$ cat config.mk
export PLATFORM = sky130hd
export DESIGN_NAME = fpu_host_seq
export DESIGN_NICKNAME = d
export VERILOG_FILES = /design/src/rtl/fpu_host_seq_pkg.sv /design/src/rtl/fpu_host_seq.sv
export SDC_FILE = /design/constraint.sdc
export NUM_CORES = 1
export LEC_CHECK = 0
export CORE_AREA = 10 10 129 131
export DETAILED_ROUTE_END_ITERATION = 8
export DIE_AREA = 0 0 139 141
export PLACE_DENSITY = 0.84
export SETUP_SLACK_MARGIN = 0.05
export SLEW_MARGIN = 15
export SYNTH_ARGS = -nofsm -noshare
export SYNTH_HDL_FRONTEND = slang
export SYNTH_SLANG_ARGS = --single-unit
$ cat constraint.sdc
create_clock -name clk -period 12 [get_ports clk]
set_input_delay 1.8 -clock clk [delete_from_list [all_inputs] [get_ports clk]]
set_output_delay 1.8 -clock clk [all_outputs]
set_load 0.02 [all_outputs]
$ cat src/rtl/fpu_host_seq_pkg.sv
// Shared definitions for the FPU host sequencer: register map, opcode
// encoding, sequencer states and a byte-lane helper.
package pa_fpu;

    localparam logic [5:0] FPU_A0   = 6'h00;
    localparam logic [5:0] FPU_B0   = 6'h04;
    localparam logic [5:0] FPU_OP   = 6'h08;
    localparam logic [5:0] FPU_RES0 = 6'h10;

    typedef enum logic [7:0] {
        op_add = 8'h00,
        op_sub = 8'h01,
        op_mul = 8'h02,
        op_div = 8'h03
    } e_fpu_op;

    typedef enum logic [2:0] {
        ST_IDLE     = 3'd0,
        ST_WR_A     = 3'd1,
        ST_WR_B     = 3'd2,
        ST_WR_OP    = 3'd3,
        ST_WAIT_END = 3'd4,
        ST_RD_RES   = 3'd5,
        ST_ACK      = 3'd6,
        ST_RESP     = 3'd7
    } e_host_st;

    function automatic logic [7:0] word_byte(input logic [31:0] w, input logic [1:0] idx);
        logic [31:0] sh;
        sh = w >> {idx, 3'b000};
        return sh[7:0];
    endfunction

endpackage

$ cat src/rtl/fpu_host_seq.sv
// Host-side sequencer: writes operands/opcode byte-wise to the FPU register
// bus, waits for cmd_end (with timeout), reads the result and returns it.
module fpu_host_seq
    import pa_fpu::*;
#(
    parameter int TIMEOUT_CYCLES = 4096
) (
    input  logic        clk,
    input  logic        arst,
    input  logic        req_valid,
    output logic        req_ready,
    input  logic [7:0]  req_op,
    input  logic [31:0] req_a,
    input  logic [31:0] req_b,
    output logic        rsp_valid,
    input  logic        rsp_ready,
    output logic [31:0] rsp_result,
    output logic        rsp_error,
    output logic [5:0]  fpu_addr,
    output logic [7:0]  fpu_data_out,
    input  logic [7:0]  fpu_data_in,
    output logic        fpu_cs,
    output logic        fpu_rd,
    output logic        fpu_wr,
    output logic        fpu_end_ack,
    input  logic        fpu_cmd_end,
    input  logic        fpu_busy
);

    localparam int TW = (TIMEOUT_CYCLES > 1) ? $clog2(TIMEOUT_CYCLES) : 1;
    localparam logic [TW-1:0] TMO_LAST = TW'(TIMEOUT_CYCLES - 1);
    localparam bit TMO_EN = (TIMEOUT_CYCLES != 0);

    e_host_st    state_q, state_d;
    logic [1:0]  idx_q, idx_d;
    logic        ph_q, ph_d;
    logic [TW-1:0] tmo_q, tmo_d;
    logic [7:0]  op_q, op_d;
    logic [31:0] a_q, a_d, b_q, b_d, res_q, res_d, result_q, result_d;
    logic        err_q, err_d;
    logic        rdy_en_q, rdy_en_d, rsp_valid_q, rsp_valid_d;
    logic        cs_q, cs_d, rd_q, rd_d, wr_q, wr_d, end_ack_q, end_ack_d;
    logic [5:0]  addr_q, addr_d;
    logic [7:0]  dout_q, dout_d;
    logic        last_byte_s, strobe_s;

    assign req_ready    = rdy_en_q & ~fpu_busy;
    assign rsp_valid    = rsp_valid_q;
    assign rsp_result   = result_q;
    assign rsp_error    = err_q;
    assign fpu_addr     = addr_q;
    assign fpu_data_out = dout_q;
    assign fpu_cs       = cs_q;
    assign fpu_rd       = rd_q;
    assign fpu_wr       = wr_q;
    assign fpu_end_ack  = end_ack_q;

    // Next-state logic; bus outputs are decoded from the next state so they are registered
    always_comb begin
        state_d  = state_q;
        idx_d    = idx_q;
        ph_d     = ph_q;
        tmo_d    = tmo_q;
        op_d     = op_q;
        a_d      = a_q;
        b_d      = b_q;
        res_d    = res_q;
        err_d    = err_q;
        result_d = result_q;
        last_byte_s = ph_q && (idx_q == 2'd3);

        case (state_q)
            ST_IDLE: begin
                if (req_valid && req_ready) begin
                    state_d = ST_WR_A;
                    idx_d   = 2'd0;
                    ph_d    = 1'b0;
                    op_d    = req_op;
                    a_d     = req_a;
                    b_d     = req_b;
                    err_d   = 1'b0;
                end else begin
                    state_d = ST_IDLE;
                end
            end
            ST_WR_A, ST_WR_B, ST_RD_RES: begin
                ph_d  = ~ph_q;
                idx_d = ph_q ? idx_q + 2'd1 : idx_q;
                if (state_q == ST_RD_RES && !ph_q) begin
                    res_d[{idx_q, 3'b000} +: 8] = fpu_data_in;
                end else begin
                    res_d = res_q;
                end
                if (last_byte_s) begin
                    case (state_q)
                        ST_WR_A: state_d = ST_WR_B;
                        ST_WR_B: state_d = ST_WR_OP;
                        default: state_d = ST_ACK;
                    endcase
                end else begin
                    state_d = state_q;
                end
            end
            ST_WR_OP: begin
                ph_d = ~ph_q;
                if (ph_q) begin
                    state_d = ST_WAIT_END;
                    tmo_d   = '0;
                end else begin
                    state_d = ST_WR_OP;
                end
            end
            ST_WAIT_END: begin
                // cmd_end wins over a timeout expiring on the same clock
                if (fpu_cmd_end) begin
                    state_d = ST_RD_RES;
                    idx_d   = 2'd0;
                    ph_d    = 1'b0;
                end else if (TMO_EN && tmo_q == TMO_LAST) begin
                    state_d = ST_ACK;
                    err_d   = 1'b1;
                end else begin
                    tmo_d = tmo_q + TW'(1);
                end
            end
            ST_ACK: begin
                if (err_q || !fpu_cmd_end) begin
                    state_d  = ST_RESP;
                    result_d = err_q ? 32'h0000_0000 : res_q;
                end else begin
                    state_d = ST_ACK;
                end
            end
            ST_RESP: begin
                if (rsp_ready) begin
                    state_d = ST_IDLE;
                end else begin
                    state_d = ST_RESP;
                end
            end
            default: state_d = ST_IDLE;
        endcase

        strobe_s = (state_d inside {ST_WR_A, ST_WR_B, ST_WR_OP, ST_RD_RES}) && !ph_d;
        cs_d     = ~strobe_s;
        wr_d     = ~(strobe_s && state_d != ST_RD_RES);
        rd_d     = ~(strobe_s && state_d == ST_RD_RES);
        addr_d   = addr_q;
        dout_d   = dout_q;
        case (state_d)
            ST_WR_A: begin
                addr_d = FPU_A0 + {4'b0000, idx_d};
                dout_d = word_byte(a_d, idx_d);
            end
            ST_WR_B: begin
                addr_d = FPU_B0 + {4'b0000, idx_d};
                dout_d = word_byte(b_d, idx_d);
            end
            ST_WR_OP: begin
                addr_d = FPU_OP;
                dout_d = op_d;
            end
            ST_RD_RES: begin
                addr_d = FPU_RES0 + {4'b0000, idx_d};
            end
            default: begin
                addr_d = addr_q;
            end
        endcase
        end_ack_d   = (state_d == ST_ACK);
        rsp_valid_d = (state_d == ST_RESP);
        rdy_en_d    = (state_d == ST_IDLE);
    end

    // State and registered-output update; reset abandons any command in flight
    always_ff @(posedge clk or posedge arst) begin
        if (arst) begin
            state_q     <= ST_IDLE;
            idx_q       <= 2'd0;
            ph_q        <= 1'b0;
            tmo_q       <= '0;
            op_q        <= 8'h00;
            a_q         <= 32'h0000_0000;
            b_q         <= 32'h0000_0000;
            res_q       <= 32'h0000_0000;
            result_q    <= 32'h0000_0000;
            err_q       <= 1'b0;
            rdy_en_q    <= 1'b0;
            rsp_valid_q <= 1'b0;
            cs_q        <= 1'b1;
            rd_q        <= 1'b1;
            wr_q        <= 1'b1;
            end_ack_q   <= 1'b0;
            addr_q      <= 6'h00;
            dout_q      <= 8'h00;
        end else begin
            state_q     <= state_d;
            idx_q       <= idx_d;
            ph_q        <= ph_d;
            tmo_q       <= tmo_d;
            op_q        <= op_d;
            a_q         <= a_d;
            b_q         <= b_d;
            res_q       <= res_d;
            result_q    <= result_d;
            err_q       <= err_d;
            rdy_en_q    <= rdy_en_d;
            rsp_valid_q <= rsp_valid_d;
            cs_q        <= cs_d;
            rd_q        <= rd_d;
            wr_q        <= wr_d;
            end_ack_q   <= end_ack_d;
            addr_q      <= addr_d;
            dout_q      <= dout_d;
        end
    end

endmodule

==> flow_summary.json <==
{
  "path_class": "in -> out",
  "cpMostUsedCell": "clkdlybuf4s50_1",
  "drv_cap": 0,
  "clockBufferDepth": 2,
  "worst_hold_startpoint": "rsp_result[1]$_DFFE_PP0P_",
  "grt.total_usage_pct": 21.45,
  "design_area_um2": 9912,
  "std_cell_rows": 44,
  "cp.required_ns": 10.20,
  "fin_skew_ns": 0.009826,
  "critPathBufInv": 2,
  "clkSinkCount": 174,
  "r2r_cells": 7,
  "synth_top_area_share_pct": 54.32,
  "drtAntennaViolNets": 0,
  "period_share_pct": 41.24,
  "ys_ff_latch": 174,
  "netlist_instances": 766,
  "path_clk_slew_ns": 0.06,
  "core_area_um2": 14200,
  "dieHeight_um": 141,
  "numCtsBuffers": 17,
  "slowest_stage": "clkdlybuf4s50_1",
  "crit_family": "buffers and inverters",
  "cts_setup_buffers": 0,
  "yosys_warnings": 0,
  "maxSlewHeadroom_pct": 26.49,
  "setup_tns_ns": 0,
  "grt_pass1_wl_um": 33960,
  "crit_fanout": 2,
  "fin_crit_ns": 4.949,
  "via_count": 6198,
  "timing.hold.ws_ns": 0.4662,
  "r2r-start": "state_q[0]$_DFF_PP0_",
  "area_growth_pct": 25.83,
  "crit_cells": 3,
  "drtIter0Drc": 749,
  "startpoint_type": "primary input",
  "ios": 139,
  "p_leak_nw": 4.528,
  "wl_per_cell_um": 19.45,
  "crit_start": "fpu_busy",
  "die_area_um2": 19600,
  "synthFlopType": "dfrtp_1",
  "synth.avg_cell_area_um2": 10.28,
  "syn_nets": 858,
  "worst_slew_pin_slew_ns": 1.091,
  "num-fill-cells": 1064,
  "clk_latency_ns": 0.44,
  "synth_area_leaders": "dfrtp_1 (54%), mux2_2 (9.3%), nand2_1 (7.3%), nor3_1 (3.7%), nand3b_1 (3.1%)",
  "power_density_nw_per_um2": 253.3,
  "synth_enable_flop_cells": 0,
  "antenna_found_initial": 1,
  "seqPwrFrac_pct": 37.8,
  "p_total_mw": 2.511,
  "postRouteWirelength_um": 20970,
  "ir_drop_uv": 122.4,
  "switching_power_mw": 0.9797,
  "cts_tree": "yes",
  "first_pass_iters": 6,
  "rsz0062_at_grt": "no",
  "initial_core_util_pct": 55.46,
  "status": "finished, final reports clean",
  "post_cts_resized": 0,
  "path_cells": "clkdlybuf4s50_1 > nor2b_1 > clkdlybuf4s50_1",
  "end_kind": "output pin",
  "h-tree-depth": 4,
  "remaining_drc_errors": 0,
  "viasPerCell": 5.750,
  "place.gp.congestion": 0.8803,
  "p_int_mw": 1.531,
  "cpPeakStageDelay_ns": 0.68,
  "dp_hpwl_um": 15000,
  "critPathCapture": "req_ready",
  "grt_max_degree": 96,
  "clock.fmax_mhz": 202.0,
  "rrSetupSlack_ns": 8.40,
  "swShare_pct": 39.02,
  "grt_pass1_vias": 6331,
  "die_x_um": 139,
  "seq_area_frac_synth_pct": 55.32,
  "hold_viol_final": 0,
  "finish.net_count": 973,
  "dpl-instance-area_um2": 9331,
  "r2r-end": "fpu_data_out[4]$_DFFE_PP0P_",
  "synth_top_cell_by_area": "dfrtp_1",
  "comb_power_share_pct": 40.4,
  "hp-class": "reg -> reg",
  "grt_overflow": 0,
  "p_clk_share_pct": 21.8,
  "ctsHoldBuffers": 0,
  "slew_violations": 0,
  "critical_path_arrival_ns": 3.15,
  "port-buffer-count": 137,
  "setup-violations-final": 0,
  "async_flop_share_pct": 100.0,
  "synth_cell_types": 55,
  "drive_gt1_share_pct": 12.88,
  "synthesis.area_um2": 7878,
  "cts-root-buf": "clkbuf_16"
}
## registers in the layout, indices dropped and copies added (netlist names)
register      flops
a_q              32
b_q              32
fpu_addr          5
fpu_cs            1
fpu_data_out      8
fpu_end_ack       1
fpu_rd            1
fpu_wr            1
idx_q             2
op_q              8
ph_q              1
rdy_en_q          1
res_q            32
rsp_error         1
rsp_result       32
rsp_valid         1
state_q           3
tmo_q            12
## Yosys cell counts (all sizes together), types with 13 or more instances
library cell  count
dfrtp           171
a21oi            42
buf              14
nand3            13
inv              20
nand3b           33
clkbuf           32
nor4             17
nor3             61
nand2           153
mux2             65
o21ai            49
nor2             14
## tightest hold or removal path, cell delays in order, from the launching register on
cell and delay [ns]:
dfrtp_1 0.34, nand2_1 0.05, nand2_1 0.05
## worst min path at each step
stage	endpoint	slack, ns	cells after the start
floorplan	res_q[0]$_DFFE_PP0P_	0.45	2
global placement	rsp_result[21]$_DFFE_PP0P_	0.45	2
detailed placement	rsp_result[11]$_DFFE_PP0P_	0.45	2
CTS	rsp_result[11]$_DFFE_PP0P_	0.47	2
global route	rsp_result[11]$_DFFE_PP0P_	0.49	2
finish	rsp_result[1]$_DFFE_PP0P_	0.47	2
## logic make-up after synthesis
kind of cell	synth area share, %
compound gates	8.704
mux	10.31
fa+ha+maj	0.9530
flops	55.32
other cells	0.04760
simple gates	20.09
xor+xnor	0.8895
buf+inv	3.685
## cells in the final DEF, fill, tap and decap left out, types with 2 or more instances in the layout
master           instances
mux2i_1                  8
nor4_1                  17
and3_1                   2
clkdlybuf4s50_1        137
clkbuf_16               17
clkinv_2                 6
ha_1                     6
and2_1                   2
nand4b_1                 2
o221ai_1                 9
dfrtp_1                171
nor2_1                  14
a21oi_1                 41
bufinv_16                3
nor3b_1                  5
xnor2_1                  5
nand3b_1                33
inv_6                    2
o21ai_1                  2
xor2_1                   3
or3_1                    4
o21a_1                   3
o21ai_0                 46
nand3_1                 12
dfstp_2                  3
nor3_2                   3
nor3_1                  58
nand4_1                  3
nand2_1                153
nand2b_1                 2
mux2_2                  65
clkbuf_1                 2
buf_4                    5
nor2b_1                  3
inv_1                   18
a22o_1                   3
## per-layer routing
metal,GRT usage (%),part of all wire (%)
met5,0,0
met4,9.061,3.0
met1,25.82,40
met2,35.30,49
met3,6.248,8.0
## power groups by stage
| stage | clock network (mW) | logic [mW] | registers [mW] |
|---|---|---|---|
| final | 0.548 | 1.01 | 0.948 |
| after global routing | 0.579 | 1.11 | 0.976 |
| after CTS | 0.555 | 1.01 | 0.947 |
| after detailed placement | 0 | 1.00 | 0.954 |
| after global placement | 0 | 0.973 | 0.940 |
| after floorplan | 0 | 0.624 | 0.979 |
## per-stage QoR
step / util (%) / setup slack [ns] / std cells
floorplan: - / 5.488 / 766
global placement: 65.70 / 6.990 / 1046
detailed placement: 65.70 / 6.873 / 1046
CTS: 69.77 / 7.041 / 1077
global route: 69.79 / 7.024 / 1078
finish: 69.79 / 7.051 / 1078
## cell type report
type	count	area, um^2	share of cell area [%]
well taps	184	230.2	2.323
inverters	21	83.83	0.8457
flip-flops and latches	174	4358	43.97
repair buffers	142	1409	14.21
diodes	1	2.502	0.02525
clock buffers	19	432.9	4.368
clock inverters	12	145.1	1.464
multi-input cells	525	3251	32.79
No activity file was read; power rests on OpenSTA's default activity.
